--- config.mk ---
export PLATFORM = sky130hd
export DESIGN_NAME = noc_cfg_scheduler
export DESIGN_NICKNAME = d
export VERILOG_FILES = /design/src/rtl/noc_cfg_scheduler.sv
export SDC_FILE = /design/constraint.sdc
export NUM_CORES = 1
export LEC_CHECK = 0
export ABC_AREA = 1
export CORE_MARGIN = 4
export CORE_UTILIZATION = 45
export CTS_BUF_LIST = sky130_fd_sc_hd__clkbuf_2 sky130_fd_sc_hd__clkbuf_4 sky130_fd_sc_hd__clkbuf_8
export CTS_CLUSTER_DIAMETER = 200
export CTS_CLUSTER_SIZE = 24
export DETAILED_ROUTE_END_ITERATION = 8
export PLACE_DENSITY = 0.78
export SLEW_MARGIN = 20
export SYNTH_ARGS = -nofsm -noshare
export SYNTH_HDL_FRONTEND = slang
export SYNTH_SLANG_ARGS = --single-unit
--- constraint.sdc ---
create_clock -name clock -period 3.73 [get_ports clock]
set_input_delay 0.746 -clock clock [delete_from_list [all_inputs] [get_ports clock]]
set_output_delay 0.746 -clock clock [all_outputs]
set_load 0.02 [all_outputs]
--- src/rtl/noc_cfg_scheduler.sv ---
`default_nettype none
// ============================================================================
// Module   : noc_cfg_scheduler
// Purpose  : Collects configure words from four processors and hands them to
//            the mesh one at a time. Each processor owns a single slot: a
//            request is latched only while its slot is empty, and the slot is
//            freed once the mesh reports ready for that processor. Slots are
//            served round-robin. An abort, or the optional watchdog, clears
//            all outstanding work and holds the mesh paths blocked for two
//            cycles.
//
// Parameters:
//   CFG_W          - width of one processor configure word
//   TIMEOUT_CYCLES - ready-wait limit in WAIT_READY (watchdog builds only)
//
// Build option:
//   NOC_CFG_TIMEOUT_EN - when defined, a watchdog aborts a grant that waits
//                        TIMEOUT_CYCLES cycles for ready and raises the
//                        sticky timeout_err. When undefined the scheduler
//                        waits for ready indefinitely and timeout_err is 0.
//
// Ports:
//   clock                   in   rising-edge clock
//   reset                   in   asynchronous active-high reset
//   req[3:0]                in   per-processor configure request (level)
//   cfg_in[4*CFG_W-1:0]     in   request words, processor i at [i*CFG_W +: CFG_W]
//   processor_ready_signals in   per-processor ready from the mesh
//   abort                   in   synchronous cancel of all work
//   p0..p3_configure        out  registered configure words to the mesh
//   block_all_paths         out  registered mesh path-block command
//   req_ack[3:0]            out  one-cycle capture pulse per processor
//   done[3:0]               out  one-cycle completion pulse per processor
//   busy                    out  high whenever the scheduler is not IDLE
//   timeout_err             out  sticky watchdog flag
//
// Revision : 1.0 - initial release
// ============================================================================
module noc_cfg_scheduler #(
    parameter int CFG_W          = 11,
    parameter int TIMEOUT_CYCLES = 64
) (
    input  logic                 clock,
    input  logic                 reset,
    input  logic [3:0]           req,
    input  logic [4*CFG_W-1:0]   cfg_in,
    input  logic [3:0]           processor_ready_signals,
    input  logic                 abort,
    output logic [CFG_W-1:0]     p0_configure,
    output logic [CFG_W-1:0]     p1_configure,
    output logic [CFG_W-1:0]     p2_configure,
    output logic [CFG_W-1:0]     p3_configure,
    output logic                 block_all_paths,
    output logic [3:0]           req_ack,
    output logic [3:0]           done,
    output logic                 busy,
    output logic                 timeout_err
);

    // ------------------------------------------------------------------------
    // Elaboration-time parameter sanity check
    // ------------------------------------------------------------------------
    generate
        if (CFG_W < 1 || TIMEOUT_CYCLES < 1) begin : g_param_check
            $error("noc_cfg_scheduler: CFG_W and TIMEOUT_CYCLES must be >= 1");
        end
    endgenerate

    // ------------------------------------------------------------------------
    // State encoding
    // ------------------------------------------------------------------------
    typedef enum logic [2:0] {
        S_IDLE       = 3'd0,
        S_ISSUE      = 3'd1,
        S_WAIT_READY = 3'd2,
        S_DONE       = 3'd3,
        S_FLUSH      = 3'd4
    } state_t;

    state_t             r_state;
    state_t             w_state_nx;

    // r_grant doubles as last_grant: it holds the most recently granted
    // processor and seeds the next round-robin search.
    logic [1:0]         r_grant;
    logic [1:0]         w_grant_nx;

    logic [CFG_W-1:0]   r_slot [4];
    logic [3:0]         r_pending;
    logic [CFG_W-1:0]   r_cfg  [4];
    logic [3:0]         r_ack;
    logic [3:0]         r_done;
    logic               r_block;
    // Second-cycle marker inside FLUSH.
    logic               r_flush_cnt;

    logic [3:0]         w_capture;
    logic               w_clear_grant;   // free the granted slot this edge
    logic               w_timeout_hit;   // watchdog limit reached this cycle
    logic               w_drive_nx;      // next state presents a configure word
    logic [3:0]         w_done_nx;
    logic               w_block_nx;

    // ------------------------------------------------------------------------
    // Round-robin pick: first pending slot after 'last', wrapping, with
    // 'last' itself considered only after the other three. Scanning offsets
    // from far to near lets the nearest hit overwrite earlier ones.
    // ------------------------------------------------------------------------
    function automatic logic [1:0] rr_pick(input logic [3:0] pend,
                                           input logic [1:0] last);
        logic [1:0] idx;
        logic [1:0] pick;
        pick = last;
        for (int off = 4; off >= 1; off--) begin
            idx = last + 2'(off);
            if (pend[idx]) begin
                pick = idx;
            end
        end
        return pick;
    endfunction

    // ------------------------------------------------------------------------
    // Optional watchdog
    // ------------------------------------------------------------------------
`ifdef NOC_CFG_TIMEOUT_EN
    localparam int TO_W = $clog2(TIMEOUT_CYCLES + 1);

    logic [TO_W-1:0]    r_to_cnt;
    logic               r_timeout_err;
    logic               w_timeout_fire;

    // The counter restarts in every non-wait state, so it is zero on the
    // ISSUE->WAIT_READY edge and the hit lands TIMEOUT_CYCLES edges later.
    assign w_timeout_hit  = (r_state == S_WAIT_READY) &&
                            (r_to_cnt == TO_W'(TIMEOUT_CYCLES - 1));
    // Ready and abort both outrank the watchdog.
    assign w_timeout_fire = w_timeout_hit && !abort &&
                            !processor_ready_signals[r_grant];

    always_ff @(posedge clock or posedge reset) begin
        if (reset) begin
            r_to_cnt      <= '0;
            r_timeout_err <= 1'b0;
        end else begin
            if (r_state == S_WAIT_READY) begin
                r_to_cnt <= r_to_cnt + TO_W'(1);
            end else begin
                r_to_cnt <= '0;
            end
            if (w_timeout_fire) begin
                r_timeout_err <= 1'b1;
            end
        end
    end

    assign timeout_err = r_timeout_err;
`else
    assign w_timeout_hit = 1'b0;
    assign timeout_err   = 1'b0;
`endif

    // ------------------------------------------------------------------------
    // Per-processor slot, pending bit and configure output register
    // ------------------------------------------------------------------------
    generate
        for (genvar n = 0; n < 4; n++) begin : g_slot
            // A busy slot ignores its request; abort suppresses capture.
            assign w_capture[n] = !abort && req[n] && !r_pending[n];

            always_ff @(posedge clock or posedge reset) begin
                if (reset) begin
                    r_slot[n]    <= '0;
                    r_pending[n] <= 1'b0;
                    r_cfg[n]     <= '0;
                end else begin
                    if (w_capture[n]) begin
                        r_slot[n] <= cfg_in[n*CFG_W +: CFG_W];
                    end

                    // A slot being freed is still pending at that edge, so
                    // capture and clear never target the same bit together.
                    if (abort) begin
                        r_pending[n] <= 1'b0;
                    end else if (w_clear_grant && (r_grant == 2'(n))) begin
                        r_pending[n] <= 1'b0;
                    end else if (w_capture[n]) begin
                        r_pending[n] <= 1'b1;
                    end

                    // Word is visible only while its grant is in ISSUE or
                    // WAIT_READY; every other case drives zero.
                    if (w_drive_nx && (w_grant_nx == 2'(n))) begin
                        r_cfg[n] <= r_slot[n];
                    end else begin
                        r_cfg[n] <= '0;
                    end
                end
            end
        end
    endgenerate

    // ------------------------------------------------------------------------
    // FSM: state register
    // ------------------------------------------------------------------------
    always_ff @(posedge clock or posedge reset) begin
        if (reset) begin
            r_state     <= S_IDLE;
            r_grant     <= 2'd3;
            r_flush_cnt <= 1'b0;
            r_block     <= 1'b0;
            r_ack       <= 4'b0000;
            r_done      <= 4'b0000;
        end else begin
            r_state     <= w_state_nx;
            r_grant     <= w_grant_nx;
            // An abort arriving inside FLUSH restarts the two-cycle window.
            r_flush_cnt <= (r_state == S_FLUSH && !abort) ? ~r_flush_cnt : 1'b0;
            r_block     <= w_block_nx;
            r_ack       <= w_capture;
            r_done      <= w_done_nx;
        end
    end

    // ------------------------------------------------------------------------
    // FSM: next state and next registered outputs
    // ------------------------------------------------------------------------
    always_comb begin
        w_state_nx    = r_state;
        w_grant_nx    = r_grant;
        w_clear_grant = 1'b0;
        w_drive_nx    = 1'b0;
        w_done_nx     = 4'b0000;
        w_block_nx    = 1'b0;

        if (abort) begin
            w_state_nx = S_FLUSH;
        end else begin
            case (r_state)
                S_IDLE: begin
                    if (|r_pending) begin
                        w_grant_nx = rr_pick(r_pending, r_grant);
                        w_state_nx = S_ISSUE;
                    end
                end
                S_ISSUE: begin
                    w_state_nx = S_WAIT_READY;
                end
                S_WAIT_READY: begin
                    // Only the granted processor's ready bit matters.
                    if (processor_ready_signals[r_grant]) begin
                        w_state_nx = S_DONE;
                    end else if (w_timeout_hit) begin
                        w_clear_grant = 1'b1;
                        w_state_nx    = S_FLUSH;
                    end
                end
                S_DONE: begin
                    w_clear_grant = 1'b1;
                    w_state_nx    = S_IDLE;
                end
                S_FLUSH: begin
                    if (r_flush_cnt) begin
                        w_state_nx = S_IDLE;
                    end
                end
                default: begin
                    w_state_nx = S_IDLE;
                end
            endcase
        end

        w_drive_nx = (w_state_nx == S_ISSUE) || (w_state_nx == S_WAIT_READY);
        w_block_nx = (w_state_nx == S_FLUSH);
        if (w_state_nx == S_DONE) begin
            w_done_nx = 4'b0001 << w_grant_nx;
        end
    end

    // ------------------------------------------------------------------------
    // Outputs
    // ------------------------------------------------------------------------
    assign p0_configure    = r_cfg[0];
    assign p1_configure    = r_cfg[1];
    assign p2_configure    = r_cfg[2];
    assign p3_configure    = r_cfg[3];
    assign block_all_paths = r_block;
    assign req_ack         = r_ack;
    assign done            = r_done;
    assign busy            = (r_state != S_IDLE);

endmodule
`default_nettype wire

**Word-level counts from Yosys, hierarchy flattened**

Cells that the tools add are included.

- Memories: 0
- Logic and storage cells: 112
- RAM bits: 0
- Bits in registers: 107
- Output and inout port bits: 55
- Bits in read-only memories: 0
- Latch bits: 0

- Magnitude comparators: 4
- Multipliers: 0
- Bitwise gates (word level): 1
- Divide/modulo/power cells: 0
- Add/subtract/negate cells: 3
- Shifts and indexed selects: 1
- Reduce and logical (&&, ||, !) cells: 32
- Muxes and demuxes: 39
- Equal/unequal tests: 14

Operator list:

| kind | number |
|---|---|
| 11-bit 2-to-1 mux | 4 |
| 1-bit 2-to-1 mux | 19 |
| 1-bit logical AND | 17 |
| 3-bit nonzero test | 5 |
| 3-bit by 2-bit equality test with 1-bit output (second input constant) | 4 |
| 2-bit by 3-bit < comparator with 1-bit output (second input constant) | 4 |
| 2-bit 2-to-1 mux | 6 |
| 3-bit 2-to-1 mux | 4 |
| 3-bit case mux with 4 select lines | 1 |
| 1-bit binary-select mux with 2-bit select | 4 |
| 2-bit equality test (second input constant) | 4 |
| 3-bit by 1-bit equality test with 1-bit output (second input constant) | 2 |
| 3-bit equality test (second input constant) | 2 |
| 1-bit zero test | 5 |
| 2-bit adder (second input constant) | 2 |
| 2-bit by 1-bit equality test with 1-bit output (second input constant) | 2 |
| 2-bit zero test | 2 |
| 4-bit 2-to-1 mux | 1 |
| 4-bit OR reduction | 1 |
| 1-bit by 2-bit left shift with 4-bit output (first input constant) | 1 |
| 3-bit zero test | 1 |
| 2-bit by 1-bit adder with 2-bit output (second input constant) | 1 |
| 1-bit logical OR | 1 |
| 1-bit NOT | 1 |

**Logic depth before layout (Yosys ltp)**

- Word-level depth: 12
- Mapped depth: 14
- Mapped depth without buffers: 12

**Worst setup path after synthesis**

Ideal clock, no wire load.

- Path type: register -> register
- Start: register r_grant[0]
- End: register r_cfg, in the netlist p3_configure[0]
- Setup time: 69 ps
- Data arrival time: 1891 ps
- Cell stages (with the launch flop): 14
- Path slack: 1770 ps
- Required time: 3661 ps
- Cells stage by stage: dfstp_2 buf_6 inv_6 ha_1 inv_1 nand3_2 nand2_1 nand3_1 nand2_1 nand2_1 nand2_2 nand4_1 buf_6 nor2_2

- Word-level cells in the longest chain between the ends: 12

RTL lines:

| what | line | source |
|---|---|---|
| start, declared | 84 | `logic [1:0] r_grant;` |
| start signal, assigned | 215 | `r_grant <= w_grant_nx;` |
| 2-bit adder | 114 | `idx = last + 2'(off);` |
| 1-bit binary-select mux with 2-bit select | 115 | `if (pend[idx]) begin` |
| 1-bit 2-to-1 mux (implied by the code) | 115 |  |
| 2-bit 2-to-1 mux (2 in a row) | 115 |  |
| 2-bit 2-to-1 mux * | 115 |  |
| 2-bit 2-to-1 mux * | 240 | `if (\|r_pending) begin` |
| 2-bit 2-to-1 mux * | 238 | `case (r_state)` |
| 2-bit 2-to-1 mux * | 235 | `if (abort) begin` |
| named net w_grant_nx[1] | 85 | `logic [1:0] w_grant_nx;` |
| 2-bit equality test * | 192 | `if (w_drive_nx && (w_grant_nx == 2'(n))) begin` |
| 1-bit logical AND * | 192 |  |
| 11-bit 2-to-1 mux * | 192 |  |
| end signal, assigned by index | 193 | `r_cfg[n] <= r_slot[n];` |
| end, declared | 89 | `logic [CFG_W-1:0] r_cfg [4];` |

The timed path passes the listed nets; every way through them passes the cells marked *. The select of a mux whose other input is x is not followed.
A chain may end at the register's enable or synchronous reset.

**Worst setup path after layout**

- Start: register r_grant[0]
- End: register r_cfg, in the netlist p3_configure[10]

Same word-level chain as after synthesis.

==> impl_metrics.tcl <==
set metrics [dict create \
    fin_crit_ns 2.69 \
    crit_fanout 11 \
    power_density_nw_per_um2 483 \
    hold_class "reg2reg" \
    synthDistinctLibCells 26 \
    rows 34 \
    track_usage 0.154 \
    yosysWarnings 0 \
    clock_latency_ns 0.35 \
    drc 0 \
    rsz0062_at_grt "false" \
    synth_area_um2 4180 \
    multi_input_area_um2 1130 \
    post_cts_buffers 0 \
    fillers 744 \
    synth-edff-count 0 \
    synth_area_per_cell_um2 10.2 \
    tns_ns 0 \
    cts.clk_slew.worst_paths_ns 0.10 \
    fin_cells 629 \
    synth_nets 470 \
    layout_commonest_cell "clkdlybuf4s50_1" \
    routabilityCongestion 0.875 \
    initial_core_util 0.470 \
    diodes 0 \
    fp.dieH_um 104 \
    setup_viol 0 \
    cts_num_sinks 107 \
    cts_resized 0 \
    antenna_found_initial 0 \
    ctsHoldBuffers 0 \
    grt_first_pass_wirelength_mm 13.8 \
    drt_iter0_drc 104 \
    arrival_ns 2.95 \
    vias_per_cell 4.64 \
    first_pass_iters 4 \
    cp.required_ns 3.99 \
    synthArstFlopShare 1.00 \
    post-route-period-util 0.721 \
    grt_start_max_net_pins 56 \
    place_inst 613 \
    synth.top_cell.area_share 0.628 \
    status "complete, no violations" \
    setup_ws_ns 1.04 \
    worst_setup_path_start_kind "flop" \
    maxCapViolCount 0 \
    relSlewSlack 0.500 \
    io_buffer_count 108 \
    skew_ns 0.0174 \
    path_class "reg2reg" \
    worst_ir_drop_vdd_uv 257 \
    synth_seq_cells 107 \
    synth_top_area_cell "dfrtp_1" \
    clk_path_buf_depth 2 \
    die_w_um 104 \
    finalMaxSlewViolations 0 \
    synthTopCellsByArea "dfrtp_1 63%, nand2_1 6.9%, nor2_2 6.3%, inv_1 6.2%, o21ai_0 5.3%" \
    gr-total-overflow 0 \
    dp_hpwl_mm 5.89 \
    yosysSeqAreaShare 0.641 \
    grt_pass1_vias 2893 \
    die_area_um2 10900 \
    final_cell_mix "108 x clkdlybuf4s50_1, 105 x dfrtp_1, 77 x nand2_1, 68 x inv_1, 44 x o21ai_0" \
    p_leak_nw 2.62 \
    clock.fmax_ghz 0.372 \
    vias 2916 \
    routed_wl_mm 8.18 \
    areaGrowthSynthToFinish_pct 32.2 \
    wl_per_cell_um 13.0 \
    netlist_instances 411 \
    cts_buffers 9 \
    drive_gt1_frac 0.152 \
    endpoint_kind "flop" \
    fp.coreArea_um2 8890 \
    synth_top_flop_cell "dfrtp_1" \
    seq_area_um2 2680 \
    worst_pin_slew_ns 0.748 \
    final_hold_viol_count 0 \
    nets 575 \
    cts-root-buf "clkbuf_8" \
    io_pins 110 \
    cts_tree "yes" \
    dpl_worst_slack_ns 0.717 \
    antenna_left 0 \
    htreeDepth 3 \
]
[cell families after synthesis]
kind of cell    count (synthesis)  synth area share
simple gates                  163             0.194
flops                         107             0.641
buf+inv                        86            0.0886
compound gates                 50            0.0637
fa+ha+maj                       4            0.0120
other cells                     1          0.000897
[final timing paths]
path | from | to | slack (ns) | cells past startpoint
max | r_grant[0] | p3_configure[10] | 1.04 | 11
min | r_slot[10] | p3_configure[10] | 0.49 | 2
max reg2reg | r_grant[0] | p3_configure[10] | 1.04 | 11
min reg2reg | r_slot[10] | p3_configure[10] | 0.49 | 2
max in group asynchronous | reset | r_grant[1] | 2.12 | 3
min in group asynchronous | reset | p1_configure[0] | 0.85 | 2
[metrics by stage]
step / power (mW) / hold slack, ns / cell area (µm²) / utilization
after floorplan: 1.79 / 0.457 / 4180 / -
after global placement: 1.95 / 0.467 / 5320 / 0.599
after detailed placement: 1.97 / 0.474 / 5320 / 0.599
after CTS: 2.69 / 0.495 / 5530 / 0.622
after global routing: 2.83 / 0.509 / 5530 / 0.622
final: 2.67 / 0.492 / 5530 / 0.622
[area by class of cell]
cell class,instances,area share
clock inverter,6,0.0124
timing repair buffer,109,0.199
sequential,107,0.485
tap,108,0.0244
inverter,71,0.0496
multi-input combinational,218,0.205
clock buffer,10,0.0249
[sequential cells by signal (all words and copies together) (netlist names), 3 cells and up]
name and flops:
req_ack 4, p1_configure 11, r_pending 4, done 4, p3_configure 11, p0_configure 11, r_slot 44, p2_configure 11
r_state 3
[cells in the mapped netlist, types with 2 or more instances]
library cell    n
nor2_1         10
clkbuf_1        8
inv_1          69
dfstp_2         2
nand2_1        77
nand3_1        13
nor3_1          4
nand3_2         5
ha_1            4
nand2_2         7
dfrtp_1       105
nor2_2         42
nand4_1         2
buf_6           5
o211ai_1        4
o21ai_0        44
[where the power goes]
part	total [mW]	leakage (nW)	internal (mW)	switching, mW
clock	0.726	0.109	0.337	0.389
sequential	1.35	1.40	1.28	0.0617
combinational	0.599	1.11	0.229	0.370
[worst max-delay path, stage by stage (launching register included)]
cell and delay, ns:
dfstp_2 0.70, inv_6 0.09, ha_1 0.37, inv_1 0.09, nand3_2 0.08, nand2_1 0.06
nand3_1 0.06, nand2_1 0.10, nand2_1 0.07, nand2_2 0.11, nand4_1 0.61, nor2_1 0.27
[routing by layer]
layer  track usage  share of wire  vias to the layer above
met5             0              0                        -
met4        0.0570          0.015                        0
met3        0.0255          0.046                        9
met2         0.252           0.49                       73
met1         0.207           0.45                     1382
li1              -              -                     1452
(Power assumes the default switching activity.)
